File: src/rtl/riego_bomba_seq.sv
// Pump/valve relay sequencer for the irrigation controller: prime, min/max run,
// cooldown, dry-run fault latch and a saturating pump runtime counter (1 cycle = 1 s).
module riego_bomba_seq #(
    parameter int unsigned PRIME_S   = 3,
    parameter int unsigned MIN_ON_S  = 10,
    parameter int unsigned MAX_ON_S  = 300,
    parameter int unsigned MIN_OFF_S = 30,
    parameter int unsigned DRY_S     = 2,
    parameter int unsigned TEMP_HI   = 6
) (
    input  logic        CLK,
    input  logic        RSTN,
    input  logic        ON,
    input  logic        REQ,
    input  logic        AGUA,
    input  logic [2:0]  TEMP,
    output logic        VALVE,
    output logic        PUMP,
    output logic        FAULT,
    output logic [2:0]  STATE,
    output logic [15:0] RUNTIME
);

    typedef enum logic [2:0] {
        S_IDLE  = 3'd0,
        S_PRIME = 3'd1,
        S_RUN   = 3'd2,
        S_COOL  = 3'd3,
        S_FAULT = 3'd4
    } state_t;

    // Timer t holds (cycles already spent in the state - 1) when an edge is evaluated,
    // so "lasted N cycles" is t >= N-1. All timing parameters are expected to be >= 1.
    localparam logic [15:0] PRIME_LAST = 16'(PRIME_S - 1);
    localparam logic [15:0] MIN_LAST   = 16'(MIN_ON_S - 1);
    localparam logic [15:0] MAX_LAST   = 16'(MAX_ON_S - 1);
    localparam logic [15:0] OFF_LAST   = 16'(MIN_OFF_S - 1);
    localparam logic [15:0] DRY_LIM    = 16'(DRY_S);

    state_t      state, state_next;
    logic [15:0] t;
    logic [15:0] d, d_next;
    logic        start_ok;

    function automatic logic [15:0] sat_inc(input logic [15:0] v);
        return (v == 16'hFFFF) ? v : v + 16'd1;
    endfunction

    assign start_ok = ON && REQ && AGUA && (32'(TEMP) < TEMP_HI);

    // NOTE: every signal driven here gets a default first, so no path leaves it
    // unassigned and no latch is inferred.
    always_comb begin
        state_next = state;
        d_next     = '0;
        case (state)
            S_IDLE: begin
                if (start_ok) state_next = S_PRIME;
            end
            S_PRIME: begin
                if (!ON || !REQ || !AGUA)  state_next = S_IDLE;
                else if (t >= PRIME_LAST)  state_next = S_RUN;
            end
            S_RUN: begin
                d_next = AGUA ? 16'd0 : sat_inc(d);
                if (!AGUA && (d_next >= DRY_LIM))  state_next = S_FAULT;
                else if (!ON)                      state_next = S_COOL;
                else if (t >= MAX_LAST)            state_next = S_COOL;
                else if (!REQ && (t >= MIN_LAST))  state_next = S_COOL;
            end
            S_COOL: begin
                if (t >= OFF_LAST) state_next = S_IDLE;
            end
            S_FAULT: begin
                if (!ON) state_next = S_IDLE;
            end
            default: state_next = S_IDLE;
        endcase
    end

    // NOTE: state registers use non-blocking assignments so every flop samples
    // the pre-edge values regardless of statement order.
    always_ff @(posedge CLK) begin
        if (!RSTN) begin
            state   <= S_IDLE;
            t       <= '0;
            d       <= '0;
            RUNTIME <= '0;
        end else begin
            state <= state_next;
            t     <= (state_next != state) ? 16'd0 : sat_inc(t);
            d     <= (state_next == S_RUN) ? d_next : 16'd0;
            if (state == S_RUN) RUNTIME <= sat_inc(RUNTIME);
        end
    end

    // Moore decode: relays depend only on the registered state.
    assign VALVE = (state == S_PRIME) || (state == S_RUN);
    assign PUMP  = (state == S_RUN);
    assign FAULT = (state == S_FAULT);
    assign STATE = state;

endmodule

File: config.mk
export PLATFORM = sky130hd
export DESIGN_NAME = riego_bomba_seq
export DESIGN_NICKNAME = d
export VERILOG_FILES = /design/src/rtl/riego_bomba_seq.sv
export SDC_FILE = /design/constraint.sdc
export NUM_CORES = 1
export LEC_CHECK = 0
export ABC_CLOCK_PERIOD_IN_PS = 2900
export CAP_MARGIN = 5
export CORE_UTILIZATION = 55
export DETAILED_ROUTE_END_ITERATION = 10
export GPL_TIMING_DRIVEN = 1
export PLACE_DENSITY = 0.79
export SETUP_SLACK_MARGIN = 0.4
export SYNTH_ARGS = -nofsm -noshare
export SYNTH_HDL_FRONTEND = slang
export SYNTH_SLANG_ARGS = --single-unit
File: constraint.sdc
create_clock -name CLK -period 2.9 [get_ports CLK]
set_input_delay 0.725 -clock CLK [delete_from_list [all_inputs] [get_ports CLK]]
set_output_delay 0.725 -clock CLK [all_outputs]
set_load 0.02 [all_outputs]
== Word-level counts from Yosys, hierarchy flattened ==
Index checks and enable logic that the tools add are counted.
W data, S select, Z words.
Cells by class
  bitwise gates (word level): 2
  eq/ne operators: 9
  order comparisons: 6
  muxes and demuxes: 12
  add/subtract/negate cells: 3
  reduce and logical (&&, ||, !) cells: 15
Operator list (count)
  $add A16 B1 Y16 const B: 3
  $eq A16 B16 Y1 const B: 3
  $ge A16 B2 Y1 const B: 2
  $mux W16: 2
  $mux W3: 9
  $ge A16 B4 Y1 const B: 1
  $ge A16 B5 Y1 const B: 1
  $ge A16 B9 Y1 const B: 1
  $pmux W3 S5: 1
  $eq A3 B2 Y1 const B: 3
  $logic_and A1 B1 Y1: 5
  $eq A3 B1 Y1 const B: 1
  $eq A3 B3 Y1 const B: 1
  $logic_not A1 Y1: 3
  $logic_not A3 Y1: 1
  $logic_or A1 B1 Y1: 3
  $lt A3 B3 Y1 const B: 1
  $ne A3 B3 Y1: 1
  $reduce_and A3 Y1: 1
  $not A1 Y1: 2
  $reduce_and A2 Y1: 1
  $reduce_or A2 Y1: 1
Word-level totals
  output and inout bits: 22
  word-level logic and storage cells: 51
  bits of input ports: 8
  bits in registers: 51

== Logic depth before layout (Yosys ltp) ==
Gate-level depths: netlist of run 1.
  depth after elaboration: 9
  depth in mapped cells: 10
  mapped depth without buffers: 9

== Worst setup path after synthesis of run 1 ==
Ideal clock, no wire load.
  path kind: flip-flop to flip-flop
  start: register d[4]
  end: register t[2]
  slack: 0.291 ns
  data required time: 2.836 ns
  path buffers: 2
  period minus slack after synthesis: 2.609 ns
  cell stages (with the launch flop): 10
  library setup time: 0.064 ns
  data arrival time: 2.545 ns
  cell sequence: dfxtp_1 buf_4 nand4_4 or4_1 or4_1 o311ai_1 a41oi_1 a221o_2 buf_6 nor2_1
On the way
  cells in the longest elaborated chain, start to end: 9
  elaborated cells on any way between the ends: 10
  classes of those cells: add/sub: 1; order compare: 1; eq/ne: 2; mux: 4; reduce/logical: 2
RTL lines
  from (decl): line 42  | logic [15:0] d, d_next;
  from (signal assigned): line 92  | d <= (state_next == S_RUN) ? d_next : 16'd0;
  $add A16 B1 Y16 or $eq A16 B16 Y1 (tied branches): line 46  | return (v == 16'hFFFF) ? v : v + 16'd1;
  $mux W16 *: line 46
  $mux W16 *: line 65  | d_next = AGUA ? 16'd0 : sat_inc(d);
  $ge A16 B2 Y1 *: line 66  | if (!AGUA && (d_next >= DRY_LIM)) state_next = S_FAULT;
  $logic_and A1 B1 Y1 *: line 66
  $mux W3 *: line 66
  $pmux W3 S5 *: line 56  | case (state)
  $ne A3 B3 Y1 *: line 91  | t <= (state_next != state) ? 16'd0 : sat_inc(t);
  $reduce_or A2 Y1 (no source line) *
  to (signal assigned): line 91
  to (decl): line 41  | logic [15:0] t;
Mark *: on every way between the ends. The rest lies on a longest branch, timed or not.
A chain may end at the register's enable or synchronous reset.

== Worst setup path in the final report of run 1 ==
  start: register d[7]
  end: register t[15]
Same word-level chain as after synthesis.

==> results of run 1 <==
[routing by layer]
metal | wire [um] | global-route usage [%] | vias to the layer above
li1 | - | - | 1146
met1 | 2610 | 33.2 | 1054
met2 | 2780 | 40.9 | 82
met5 | 0 | 0 | -
met3 | 287 | 4.04 | 15
met4 | 185 | 13.8 | 0
[worst register-to-register path, delay by kind of cell (launching register included)]
kind	cells	cell delay (ns)
AOI/OAI and AO/OA	4	0.98
and+or+nand+nor	2	1.10
buffers and inverters	1	0.07
DFF	1	0.34
[per-stage QoR]
step / area [sq um] / hold slack (ns) / power, uW / instances / utilization, %
global placement: 2940 / 0.504 / 827 / 383 / 66.6
finish: 3240 / 0.529 / 1240 / 402 / 73.3
detailed placement: 2940 / 0.529 / 829 / 383 / 66.6
CTS: 3210 / 0.540 / 1240 / 402 / 72.7
global route: 3240 / 0.583 / 1290 / 402 / 73.3
floorplan: 2600 / 0.492 / 802 / 306 / -
[cells by family (layout without fill, tap and decap cells)]
logic type | after synthesis | after routing | synth area share (%)
and+or+nand+nor | 146 | 146 | 32.2
DFF | 51 | 51 | 40.1
AOI/OAI and AO/OA | 33 | 34 | 9.14
xor gates and xnor gates | 33 | 33 | 11.3
buffers and inverters | 20 | 63 | 3.39
adders and majority gates | 6 | 6 | 2.95
muxes | 2 | 2 | 0.786
other | 1 | 15 | 0.147
[state kept, by name, indices dropped and copies added, names as in the netlist]
register,cells
t,16
d,16
STATE,3
RUNTIME,16
[layout make-up]
class	count	area [sq um]	area share, %
tap	52	65.1	2.01
timing repair buffer	43	392	12.1
clock buffer	6	72.6	2.24
inverter	12	45.0	1.39
clock inverter	2	12.5	0.387
sequential	51	1050	32.5
multi-input combinational	236	1600	49.3
[synth_stat cells (3+ instances only)]
cell type  count
xnor2_1       23
clkbuf_1       6
nor3_1        14
a21oi_1        6
nand4_1       14
ha_1           6
nand2b_1       4
nor2_1        29
and4_1         7
nor4_1         8
xor2_1        10
o21ai_0        9
nand2_1       15
a31oi_1        3
and2_1        17
or3_1          3
or4_1          3
nand3_1       20
and3_1         3
inv_1         12
dfxtp_1       51
[power by group]
part	internal (uW)	switching (uW)
combinational	46.5	53.2
sequential	713	20.0
clock	169	233
[timing repair]
item | CTS | global route
hold endpoints to repair | 0 | 0
buffers inserted | 10 | 0
pin swaps | 5 | 14
cloned | 1 | 0
setup endpoints to repair | 17 | 20
gates resized for setup | 30 | 8
[worst max-delay path by stage]
stage	cells past startpoint	to	from
finish	7	t[15]$_SDFFE_PP0P_	d[7]$_SDFF_PN0_
global route	7	t[12]$_SDFFE_PP0P_	d[6]$_SDFF_PN0_
CTS	7	t[15]$_SDFFE_PP0P_	d[0]$_SDFF_PN0_
detailed placement	7	t[12]$_SDFFE_PP0P_	d[0]$_SDFF_PN0_
global placement	7	t[12]$_SDFFE_PP0P_	d[0]$_SDFF_PN0_
floorplan	8	t[2]$_SDFFE_PP0P_	d[2]$_SDFF_PN0_
[cell usage in the layout, fill, tap and decap left out, types with 3 or more instances in the layout]
cell type	synthesis	layout
nand2_1	15	15
xnor2_1	23	23
conb_1	1	15
dfxtp_1	51	38
or3_1	3	3
and2_1	17	17
xor2_1	10	10
a211oi_2	2	3
nand3_1	20	17
a31oi_1	3	3
nand2b_1	4	4
clkdlybuf4s50_1	0	27
nand4_1	14	14
nor2_1	29	29
dfxtp_2	0	7
a21oi_1	6	5
buf_4	1	15
inv_1	12	12
o21ai_0	9	9
nor3_1	14	13
nor4_1	8	7
and3_1	3	3
and4_1	7	7
dfxtp_4	0	6
clkbuf_8	0	5
ha_1	6	5
==> metrics.txt, run 1 <==
gpl congestion=0.888; Slowest-stage cell, CP=or4_4; R2R Path Start=d[7]$_SDFF_PN0_; root buffer cell=clkbuf_8; Core Region=4410 sq um; DR vias=2,297; CP cell instances=inv_1, or4_4, or4_4, o311ai_4, a41oi_2, a221o_2, a211oi_2; post-route ant nets=0; post-synthesis instance total=292; Post-synth ARST share=0%; Synth Warn #=0; sequential fraction of the synthesis area=40.1%; Clock transition at path regs=0.09 ns; Worst EP arrival=2.78 ns; status=finished, final reports clean; vias in the first global route=2,197; Post-synth EDFFs=0; leakage=0.00122 uW; Die H=70.1 um; largest net degree at the start of global routing=21; final setup fails=0; TritonCTS clock tree=yes; Slew headroom=60.4%; cell mode on critical path=or4_4; Worst Slack Setup Final=0.353 ns; post-synth top area cell=dfxtp_1; share of cells above drive strength 1=16.0%; nets@finish=363; antenna violations before repair=0; Max Clock Freq=393 MHz; Post-route DRC=0; WL final=5870 um; Final min period=2.55 ns; Post-Place Setup Slack=0.145 ns; die footprint=4910 sq um; worst hold endpoint=RUNTIME[4]$_SDFFE_PN0P_; WHS Path Cells=2; hold path start=RUNTIME[4]$_SDFFE_PN0P_; # fillers=338; Clock Tree Buf Depth=2; PortBufs=28; clock sink count=51; DP Wirelength=3700 um; cts hold-fix bufs=0; Worst Path Buf+Inv=1; Mapped Area=2550 sq um; final max-slew violation count=0; Req. time, crit path=3.13 ns; # Max-Cap Violations=0; Synth Flop Type=dfxtp_1; final hold viol count=0; largest cells by area after synthesis=dfxtp_1 40%, xnor2_1 7.9%, nor2_1 4.3%; clk_skew=0.00312 ns; Hold/Removal Path Class=reg2reg; Setup CP Type=reg2reg; # IOs=30; DRT Pass-1 Iters=4; CP max FO=8; floorplan die width=70.1 um; CP peak stage delay=0.55 ns; synthesis-to-layout area growth=27.0%; GRT Overall Usage=25.6%; cts bufs inserted=5; post-synth top area share=40.1%; Power Dens Cells=382 nW/um^2; Starting Density=57.7%; RSZ-0062 raised after global routing=true; syn_area_per_cell=8.72 sq um; family with the most delay on the worst path=simple AND/OR/NAND/NOR gates; Worst setup SP type=flip-flop; first-pass GRT wire length=10,100 um; R2R depth=7; Yosys reg bits=51; flop2flop setup slack=0.35 ns; Final period util=87.8%; clk_lat worst skew=0.30 ns; maximum vdd drop=0.287 mV; crit end category=flip-flop; GRT overflow=0; vias per cell=5.71; RR Endpoint=t[15]$_SDFFE_PP0P_; setup TNS=0 ns; H-Tree Depth=2; Avg WL per Cell=14.6 um; FP Rows=24; Iteration-0 DRC Markers=116; diode count=0; Cell variety after synth=44; Slew @ Worst Pin=0.586 ns
Note: power is estimated with default switching activity, not from simulation.
==> inputs of run 2 (changes only) <==
--- a/config.mk
+++ b/config.mk
@@ -7,10 +7,11 @@
 export LEC_CHECK = 0
 export ABC_CLOCK_PERIOD_IN_PS = 2900
 export CAP_MARGIN = 5
-export CORE_UTILIZATION = 55
+export CORE_UTILIZATION = 49
 export DETAILED_ROUTE_END_ITERATION = 10
 export GPL_TIMING_DRIVEN = 1
-export PLACE_DENSITY = 0.79
+export PLACE_DENSITY = 0.71
+export RECOVER_POWER = 25
 export SETUP_SLACK_MARGIN = 0.4
 export SYNTH_ARGS = -nofsm -noshare
 export SYNTH_HDL_FRONTEND = slang
==> run 2 against run 1 <==
Effect of this change:
- non-clock buffer count up 1
- via count down 4.5%
- first-iteration DRC count down 47%
- sequential power about the same
- total power fell by 0.78%
- clock skew is 0.0059 ns higher
- worst hold slack got worse by 0.0022 ns
- sequential share of layout area shrank 0.35 points
- global-route usage fell by 4.4 points
- utilization fell by 6.2 points
- critical path type unchanged
- highest routed layer unchanged
==> metrics.txt, run 2 (synthesis results as in run 1) <==
NetSw=297 uW (-3.0%); Clock Tree Buf Depth=2 (unchanged); H-Tree Depth=2 (unchanged); root buffer cell=clkbuf_8; Setup CP Type=reg2reg; Worst Slack Setup Final=0.325 ns (-0.0280 ns); FP Rows=25 (+4.2%); PortBufs=28 (unchanged); # IOs=30 (unchanged); Worst setup SP type=flip-flop; Core Region=4850 sq um (+9.8%); cts bufs inserted=5 (unchanged); Max Clock Freq=388 MHz (-1.1%); largest net degree at the start of global routing=21 (unchanged); vias per cell=5.25 (-8.2%); antenna violations before repair=0 (unchanged); WL final=5450 um (-7.1%); DR vias=2,193 (-4.5%); setup TNS=0 ns (unchanged); Sw Share=24.2% (-0.56 points); Slew @ Worst Pin=0.534 ns (-0.0514 ns); placed cell count=399 (+4.2%); Iteration-0 DRC Markers=62 (-47%); final max-slew violation count=0 (unchanged); post-route ant nets=0 (unchanged); clk_lat worst skew=0.30 ns (about the same); post-route insts no fill=418 (+4.0%); Avg WL per Cell=13.0 um (-11%); most frequent cells in the layout=40 x dfxtp_1, 27 x nor2_1, 24 x clkdlybuf4s50_1; Sequential Power Share=59.9% (+0.5 points); Post-route DRC=0 (unchanged); Starting Density=52.5% (-5.2 points); Req. time, crit path=3.13 ns (about the same); Hold/Removal Path Class=reg2reg; DRT Pass-1 Iters=4 (unchanged); clk_skew=0.00897 ns (+0.00585 ns); diode count=0 (unchanged); gpl congestion=0.857 (-3.4%); cts hold-fix bufs=0 (unchanged); CP max FO=8 (unchanged); Clock Power Share=32.3% (-0.3 points); maximum vdd drop=0.254 mV (-11%); Final min period=2.57 ns (+0.0280 ns); Largest regs=RUNTIME (16), d (16), t (16); Power Dens Cells=377 nW/um^2 (-1.4%); Die H=74.1 um (+5.8%); Final period util=88.8% (+0.96 points); RSZ-0062 raised after global routing=true; GRT Overall Usage=21.2% (-4.4 points); synthesis-to-layout area growth=27.8%; share of cells above drive strength 1=15.7% (-0.33 points); nets@finish=364 (+0.28%); floorplan die width=74.1 um (+5.8%); crit end category=flip-flop; clock sink count=51 (unchanged); DP Wirelength=3750 um (+1.4%); die footprint=5490 sq um (+12%); TritonCTS clock tree=yes; leakage=0.00123 uW (+1.3%); GRT overflow=0 (unchanged); # Max-Cap Violations=0 (unchanged); Post-Place Setup Slack=0.138 ns (-0.00727 ns); Slew headroom=64.2% (+3.8 points); Clock transition at path regs=0.09 ns (about the same); cell internal pwr=929 uW (about the same); combinational power share=7.9% (-0.2 points); first-pass GRT wire length=8950 um (-12%); Worst EP arrival=2.81 ns (+0.03 ns); most common cell after layout, fill and taps aside=dfxtp_1; status=finished, final reports clean; final setup fails=0 (unchanged); final hold viol count=0 (unchanged); vias in the first global route=1,955 (-11%)
==> run 2: cell types whose count changed in the layout (fill, tap and decap cells not counted), sizes merged <==
| cell | delta |
|---|---|
| clkdlybuf4s50 | -3 |
| dlygate4sd3 | +2 |
| clkbuf | +1 |
| clkdlybuf4s15 | +1 |
| dlygate4sd2 | -1 |
| dlymetal6s2s | +1 |
==> run 2: layout make-up <==
type / instances / area [sq um]
Fill cell: 404 / 1590
Tap cell: 67 / 83.8
Clock inverter: 2 / 12.5
Multi-Input combinational cell: 236 / 1600
Sequential cell: 51 / 1050
Timing Repair Buffer: 44 / 399
Inverter: 12 / 45.0
Clock buffer: 6 / 72.6
==> run 2: power by group through the flow <==
| stage | registers, uW | logic [uW] | clock network (uW) |
|---|---|---|---|
| 3_5_place_dp | 753 | 76.6 | 0 |
| 5_1_grt | 737 | 107 | 446 |
| 3_3_place_gp | 752 | 75.3 | 0 |
| 6_report | 734 | 96.4 | 395 |
| 4_1_cts | 735 | 93.0 | 418 |
| 2_1_floorplan | 748 | 53.9 | 0 |
==> run 2: worst max-delay path, stage by stage, from the launching register on <==
cell and delay [ns]:
dfxtp_2 0.35, nand3_2 0.08, or4_4 0.53, or4_4 0.56, o311ai_4 0.09, a41oi_2 0.20
a221o_2 0.51, nor3_2 0.19
==> run 2: stage by stage <==
| stage | cell area, sq um | power (uW) | hold WS (ns) | util (%) |
|---|---|---|---|---|
| floorplan | 2600 | 802 | 0.492 | - |
| global placement | 2970 | 828 | 0.508 | 61.2 |
| detailed placement | 2970 | 829 | 0.518 | 61.2 |
| CTS | 3220 | 1250 | 0.532 | 66.3 |
| global route | 3260 | 1290 | 0.549 | 67.1 |
| finish | 3260 | 1230 | 0.527 | 67.1 |
==> run 2: layer usage <==
metal / vias up / GRT usage (%) / wire length, um
met5: - / 0 / 0
met4: 0 / 6.20 / 67
met3: 6 / 4.88 / 179
met2: 41 / 34.5 / 2540
met1: 1000 / 28.0 / 2660
li1: 1146 / - / -
==> run 2: worst paths after layout <==
check | slack (ns) | cells after the start | endpoint | startpoint
setup / recovery | 0.33 | 7 | t[12]$_SDFFE_PP0P_ | d[10]$_SDFF_PN0_
hold / removal | 0.53 | 2 | t[14]$_SDFFE_PP0P_ | t[14]$_SDFFE_PP0P_
setup reg to reg | 0.33 | 7 | t[12]$_SDFFE_PP0P_ | d[10]$_SDFF_PN0_
hold reg to reg | 0.53 | 2 | t[14]$_SDFFE_PP0P_ | t[14]$_SDFFE_PP0P_
==> run 2: timing repair <==
action,4_1_cts,5_1_grt
buffers inserted,8,2
cloned,1,0
pin swaps,12,11
hold endpoints to repair,0,0
gates resized for setup,31,9
setup endpoints to repair,17,18
==> inputs of run 3 (changes only) <==
--- a/config.mk
+++ b/config.mk
@@ -13,6 +13,7 @@
 export PLACE_DENSITY = 0.71
 export RECOVER_POWER = 25
 export SETUP_SLACK_MARGIN = 0.4
+export SLEW_MARGIN = 15
 export SYNTH_ARGS = -nofsm -noshare
 export SYNTH_HDL_FRONTEND = slang
 export SYNTH_SLANG_ARGS = --single-unit
==> results of run 3 <==
No change in the layout: final DEF, timing and power equal those of run 2.
